--- src/rtl/serial_pkg.sv ---
// Shared definitions for the serial deserializer and the downstream 8-to-32 stage.
package serial_pkg;

    localparam logic [7:0] COM_BC         = 8'hBC;
    localparam int         SYNC_COUNT_DEF = 4;

    typedef enum logic [1:0] {
        HUNT   = 2'd0,
        ALIGN  = 2'd1,
        ACTIVE = 2'd2
    } serial_state_t;

endpackage

--- src/rtl/serial_bits8_if.sv ---
// Serial lane in, aligned byte out; slave is the deserializer, master is its driver/observer.
interface serial_bits8_if;
    logic       data_in;
    logic [7:0] data_out;
    logic       valid_out;
    logic       active;

    modport master (
        output data_in,
        input  data_out,
        input  valid_out,
        input  active
    );

    modport slave (
        input  data_in,
        output data_out,
        output valid_out,
        output active
    );
endinterface

--- src/rtl/serial_bits8.sv ---
// Bit-rate deserializer: hunts for COM, confirms alignment over SYNC_COUNT
// consecutive aligned COMs, then presents each received byte for a full byte period.
module serial_bits8
    import serial_pkg::*;
#(
    parameter logic [7:0] COM        = COM_BC,
    parameter int         SYNC_COUNT = SYNC_COUNT_DEF
) (
    input  logic          clk_32f,
    input  logic          reset,
    serial_bits8_if.slave bus
);

    localparam logic [2:0] LP_SYNC = 3'(SYNC_COUNT);

    logic [7:0]    r_sr;
    logic [2:0]    r_bit_cnt;
    logic [2:0]    r_bc_cnt;
    serial_state_t r_state;
    logic [7:0]    r_data_out;
    logic          r_valid_out;
    logic          r_active;

    logic [7:0]    w_nxt;
    logic          w_bnd;
    logic          w_is_com;

    // Byte as it will look after this edge, and the aligned-boundary strobe.
    always_comb begin
        w_nxt    = {r_sr[6:0], bus.data_in};
        w_bnd    = (r_bit_cnt == 3'd7);
        w_is_com = (w_nxt == COM);
    end

    // Shift register, bit counter and alignment FSM with registered outputs.
    always_ff @(posedge clk_32f or negedge reset) begin
        if (!reset) begin
            r_sr        <= '0;
            r_bit_cnt   <= '0;
            r_bc_cnt    <= '0;
            r_state     <= HUNT;
            r_data_out  <= '0;
            r_valid_out <= 1'b0;
            r_active    <= 1'b0;
        end else begin
            r_sr      <= w_nxt;
            r_bit_cnt <= r_bit_cnt + 3'd1;
            case (r_state)
                HUNT: begin
                    // Sliding search: any bit position may start a byte.
                    if (w_is_com) begin
                        r_bit_cnt <= '0;
                        r_bc_cnt  <= 3'd1;
                        r_state   <= ALIGN;
                    end
                end
                ALIGN: begin
                    if (w_bnd) begin
                        if (w_is_com) begin
                            if (r_bc_cnt + 3'd1 == LP_SYNC) begin
                                r_state  <= ACTIVE;
                                r_active <= 1'b1;
                            end else begin
                                r_bc_cnt <= r_bc_cnt + 3'd1;
                            end
                        end else begin
                            r_state  <= HUNT;
                            r_bc_cnt <= '0;
                        end
                    end
                end
                ACTIVE: begin
                    // COMs here are idle fill: presented but not flagged valid.
                    if (w_bnd) begin
                        r_data_out  <= w_nxt;
                        r_valid_out <= !w_is_com;
                    end
                end
                default: begin
                    r_state <= HUNT;
                end
            endcase
        end
    end

    assign bus.data_out  = r_data_out;
    assign bus.valid_out = r_valid_out;
    assign bus.active    = r_active;

endmodule

--- src/flat_wrapper.sv ---
// flat-port wrapper written by rule: the top's interface ports become plain ports
module serial_bits8_flat import serial_pkg::*;
#(
    parameter logic [7:0] COM        = COM_BC,
    parameter int         SYNC_COUNT = SYNC_COUNT_DEF
)
  (clk_32f, reset, bus_data_in, bus_data_out, bus_valid_out, bus_active);
  serial_bits8_if bus_i ();
  input  logic clk_32f;
  input  logic reset;
  input wire logic [$bits(bus_i.data_in)-1:0] bus_data_in;
  output wire logic [$bits(bus_i.data_out)-1:0] bus_data_out;
  output wire logic [$bits(bus_i.valid_out)-1:0] bus_valid_out;
  output wire logic [$bits(bus_i.active)-1:0] bus_active;
  assign bus_i.data_in = bus_data_in;
  assign bus_data_out = bus_i.data_out;
  assign bus_valid_out = bus_i.valid_out;
  assign bus_active = bus_i.active;
  serial_bits8 #(.COM(COM), .SYNC_COUNT(SYNC_COUNT)) u_core (.clk_32f(clk_32f), .reset(reset), .bus(bus_i));
endmodule
--- config.mk ---
export PLATFORM = sky130hd
export DESIGN_NAME = serial_bits8_flat
export DESIGN_NICKNAME = d
export VERILOG_FILES = /design/src/rtl/serial_pkg.sv /design/src/rtl/serial_bits8_if.sv /design/src/rtl/serial_bits8.sv /design/src/flat_wrapper.sv
export SDC_FILE = /design/constraint.sdc
export NUM_CORES = 1
export LEC_CHECK = 0
export ABC_AREA = 0
export BUFFER_PORTS_ARGS = -buffer_cell sky130_fd_sc_hd__buf_2
export CORE_AREA = 3 3 46 65
export CTS_BUF_LIST = sky130_fd_sc_hd__clkbuf_16
export DETAILED_ROUTE_END_ITERATION = 16
export DIE_AREA = 0 0 49 68
export GPL_TIMING_DRIVEN = 0
export HOLD_SLACK_MARGIN = 0.12
export PLACE_DENSITY = 0.68
export RECOVER_POWER = 25
export SYNTH_ARGS = -nofsm -noshare
export SYNTH_HDL_FRONTEND = slang
export SYNTH_SLANG_ARGS = --single-unit
--- constraint.sdc ---
create_clock -name clk_32f -period 1.7 [get_ports clk_32f]
set_input_delay 0.085 -clock clk_32f [delete_from_list [all_inputs] [get_ports clk_32f]]
set_output_delay 0.085 -clock clk_32f [all_outputs]
set_load 0.1 [all_outputs]
After elaboration in Yosys (flattened, before gate mapping)
Cells that the tools add are included.
{"block": "classes", "addsub": 2, "n_eq_ne": 9, "n_mux": 12, "bitwise": 1, "reduce_logical": 7}
{"operator": "$mux 3", "n": 6}
{"operator": "$reduce_and 4->1", "n": 3}
{"operator": "$eq 8x8->1 const B", "n": 1}
{"operator": "$mux 2", "n": 4}
{"operator": "$add 3x1->3 const B", "n": 2}
{"operator": "$eq 3x3->1 const B", "n": 2}
{"operator": "$ne 3x3->1 const B", "n": 2}
{"operator": "$pmux 2 s3", "n": 1}
{"operator": "$pmux 3 s2", "n": 1}
{"operator": "$ne 2x1->1 const B", "n": 2}
{"operator": "$eq 2x1->1 const B", "n": 1}
{"operator": "$eq 2x2->1 const B", "n": 1}
{"operator": "$logic_not 2->1", "n": 1}
{"operator": "$reduce_and 2->1", "n": 1}
{"operator": "$reduce_bool 2->1", "n": 1}
{"operator": "$logic_not 1->1", "n": 1}
{"operator": "$not 1->1", "n": 1}
{"block": "word_totals", "reg_bits": 25, "inputBits": 3, "out_inout_bits": 10, "wordCells": 38}

Longest topological paths before layout
{"block": "logic_depth", "ltp_word": 6, "depth_mapped": 6}

Least setup slack after synthesis
No wires, ideal clock.
{"block": "synth_path", "path_kind": "flip-flop to flip-flop", "start": "register u_core.r_bc_cnt[0]", "end": "register u_core.r_bc_cnt[2]", "setup_ns": 0.066, "arrival_time_ns": 1.511, "required_time_ns": 1.634, "slack_ns": 0.124, "path_stages_with_launch": 6, "n_path_buf": 0, "path_cell_list": "dfrtp_1 ha_1 ha_1 or3b_4 o31ai_4 a32o_2"}
{"block": "synth_via", "elab_chain_cells": 5, "elab_cells_between_ends": 8}
{"item": "start: declaration", "line_no": "serial_bits8.sv:18", "text": "logic [2:0] r_bc_cnt;"}
{"item": "start signal: assignment", "line_no": "serial_bits8.sv:64", "text": "r_bc_cnt <= r_bc_cnt + 3'd1;"}
{"item": "$add 3x1->3 (*)", "line_no": "serial_bits8.sv:60, serial_bits8.sv:64"}
{"item": "$mux 3", "line_no": "serial_bits8.sv:60", "text": "if (r_bc_cnt + 3'd1 == LP_SYNC) begin"}
{"item": "$mux 3", "line_no": "serial_bits8.sv:59", "text": "if (w_is_com) begin"}
{"item": "$mux 3", "line_no": "serial_bits8.sv:58", "text": "if (w_bnd) begin"}
{"item": "$pmux 3 s2", "line_no": "serial_bits8.sv:48", "text": "case (r_state)"}
Mark *: on every way between the ends. The rest lies on a longest branch, timed or not. The select of a mux whose other input is x is not followed.
A chain may end at the register's enable or synchronous reset.

Final worst setup path
Same ends and word-level chain as after synthesis.

==> flow_summary_export.csv <==
group,metric,value,unit
critical_path,start_kind,"flop",
detailed_routing,vias,625,
min_path,min_path_cells,0,
detailed_routing,drc,0,
synth,synth_nets,80,
global_route,antenna_found_initial,0,
layout,nets,99,
synth,synth.distinct_cells,29,
detailed_routing,drt_iter0_markers,8,
global_route,grt_max_degree,26,
synth,synth_area_per_cell,14.2,µm²
detailed_routing,met2_wirelength,888,µm
detailed_routing,wl_per_cell,13.4,µm
layout,drive_gt1_share,36.3,%
placed_design,place_congestion,0.688,
timing,layout_min_cycle_time,1.62,ns
critical_path,cp.required,1.90,ns
synth,synth_ff_type,"dfrtp_1",
clock_tree,insertion_delay,0.25,ns
clock_tree,cts_max_path_buffers,2,
clock_tree,clkTransAtPathRegs,0.06,ns
detailed_routing,highest_layer,"met4",
clock_tree,htreeDepth,1,
synth,synthTopCellsByArea,"dfrtp_1 (60%), mux2_2 (8.7%), ha_1 (4.8%)",
synth,ys_seq_area_share,60.4,%
timing,fin_skew,0.00163,ns
placed_design,postPlaceCellArea,0.00114,mm²
timing,rsz0062_at_grt,"no",
critical_path,cp_max_fo,6,
floorplanning,dieArea,0.00333,mm²
layout,antenna_cells,0,
min_path,holdPathEnd,"u_core.r_sr[3]",
outcome,outcome,"finished, final reports clean",
timing,fin_crit_sh,95.4,%
timing,fmax,616,MHz
synth,synth_edf_count,0,
layout,register_area,626,µm²
floorplanning,coreArea,0.00244,mm²
min_path,hold_path_class,"flop to flop",
timing,hold_ws,0.395,ns
timing,setup_violations,0,
synth,synthCells,73,
power_and_ir_drop,leakagePower,0.000587,µW
detailed_routing,routed_wl,1680,µm
clock_tree,cts_root_buffer,"clkbuf_16",
detailed_routing,antenna_left,0,
timing,maxSlewViolCount,0,
placed_design,port_buffers,12,
critical_path,arrival,1.82,ns
critical_path,r2r_cells,5,
layout,stdcell_area,0.00124,mm²
timing,worst_pin_slew,1.25,ns
timing,hold_viol_final,0,
detailed_routing,dr_wl_met3,55,µm
clock_tree,post-cts-setup-buffers,0,
critical_path,end_kind,"flop",
flow_run,cap_violations,0,
power_and_ir_drop,ir_drop,736,µV
critical_path,crit_type,"flop to flop",
power_and_ir_drop,powerDensity,1010,mW/mm²
placed_design,dp_hpwl,1250,µm
floorplanning,start_util,42.4,%
synth,synth-seq-cells,25,
clock_tree,cts_buffers,3,
layout,nFillCells,211,
layout,fin_util,50.8,%
min_path,hold_path.startpoint,"u_core.r_sr[2]",
global_route,grt_pass1_wl,3150,µm
synth,yosysWarnings,0,
global_route,grt.total_usage,12.5,%
synth,yosys.area.top_type,"dfrtp_1",
layout,syn2layout_area_growth,19.8,%
global_route,overflow,0,
synth,syn_area,0.00104,mm²
clock_tree,clkSinkCount,25,
floorplanning,rows,21,
synth,async_flop_share,100,%
critical_path,worstReg2RegEnd,"u_core.r_bc_cnt[2]",
detailed_routing,wl_met1,691,µm
synth,synth_common_cells,"dfrtp_1 (25), mux2_2 (8), ha_1 (4), nand2_1 (4), and2_1 (3)",
detailed_routing,avgViaCountPerCell,5.00,
global_route,grt_pass1_vias,712,
timing,fin_setup_tns,0,ns
detailed_routing,drt_pass1_iterations,4,
floorplanning,fp.dieH,68,µm
critical_path,reg2reg_from,"u_core.r_bc_cnt[0]",
floorplanning,pin_count,13,
synth,netlist.area_leader.share,60.4,%
layout,multi_input_area,372,µm²
clock_tree,cts_tree,"built",
critical_path,reg2reg_slack,0.08,ns
timing,slew_headroom,16.4,%
floorplanning,fp.dieW,49,µm
synth,yosysMostFrequentCell,"dfrtp_1",
cell families (layout without fill, tap and decap cells):
| logic type | count (synthesis) | in the layout | synth area share (%) |
|---|---|---|---|
| DFF | 25 | 25 | 60.4 |
| adders and majority gates | 4 | 4 | 4.83 |
| muxes | 8 | 8 | 8.70 |
| AOI/OAI and AO/OA | 13 | 13 | 11.0 |
| buffers and inverters | 6 | 24 | 3.99 |
| and+or+nand+nor | 17 | 17 | 11.1 |
state kept, by name (all words and copies together), names as in the netlist:
| name | cells |
|---|---|
| u_core.r_sr | 7 |
| u_core.r_bit_cnt | 3 |
| u_core.r_bc_cnt | 3 |
| u_core.bus.active | 1 |
| u_core.r_state | 2 |
| u_core.bus.data_out | 8 |
| u_core.bus.valid_out | 1 |
final cells by class:
type,instances,area share (%)
sequential,25,50.4
multi-input combinational,42,29.9
timing repair buffer,14,6.25
clock buffer,3,6.05
tap,34,3.43
buffer,3,2.42
inverter,3,1.11
clock inverter,1,0.403
placed cells by master, fill, tap and decap left out, types with 2 or more instances in the layout:
cell / count
clkbuf_16: 3
ha_1: 3
and2_1: 3
clkbuf_1: 2
inv_1: 2
dfrtp_1: 25
dlygate4sd3_1: 2
buf_2: 10
o211ai_1: 2
buf_6: 2
nand2_1: 4
mux2_2: 8
o2bb2ai_1: 2
nor2_1: 2
stage by stage:
stage / power, µW / std cells / setup slack (ns)
finish: 1260 / 125 / 0.0774
global route: 1330 / 125 / 0.0218
CTS: 1280 / 125 / 0.00176
detailed placement: 763 / 119 / 0.0113
global placement: 758 / 119 / 0.0444
floorplan: 730 / 73 / 0.124
per-layer routing:
layer	vias up	global-route usage [%]
li1	303	-
met1	304	13.6
met2	13	23.0
met3	5	1.96
met4	0	7.47
met5	-	0
report_power, final:
| group | switching (µW) | leakage [µW] | internal (µW) | total, µW |
|---|---|---|---|---|
| registers | 20.5 | 0.000320 | 637 | 657 |
| clock network | 188 | 0.0000409 | 316 | 505 |
| logic | 54.5 | 0.000225 | 41.8 | 96.4 |
worst max-delay path by stage:
stage / startpoint / to / slack (ns) / cells after the start
2_1_floorplan: u_core.r_bc_cnt[0] / u_core.r_bc_cnt[2] / 0.12 / 5
3_3_place_gp: u_core.r_bc_cnt[0] / u_core.r_bc_cnt[2] / 0.04 / 5
3_5_place_dp: u_core.r_bc_cnt[0] / u_core.r_bc_cnt[2] / 0.01 / 5
4_1_cts: u_core.r_bc_cnt[0] / u_core.r_bc_cnt[2] / 0.002 / 5
5_1_grt: u_core.r_bc_cnt[0] / u_core.r_bc_cnt[2] / 0.02 / 5
6_report: u_core.r_bc_cnt[0] / u_core.r_bc_cnt[2] / 0.08 / 5
critical path: stages, from the launching register on:
cell and delay [ns]:
dfrtp_1 0.41, ha_1 0.22, ha_2 0.22, or3b_4 0.40, o31ai_4 0.17, a32o_2 0.14
timing repair:
| item | CTS | global route |
|---|---|---|
| hold buffers | 2 | 0 |
| hold endpoints to repair | 27 | 0 |
| gates resized for setup | 0 | 3 |
| endpoints found under the setup margin | 0 | 10 |
Note: power is estimated with default switching activity, not from simulation.
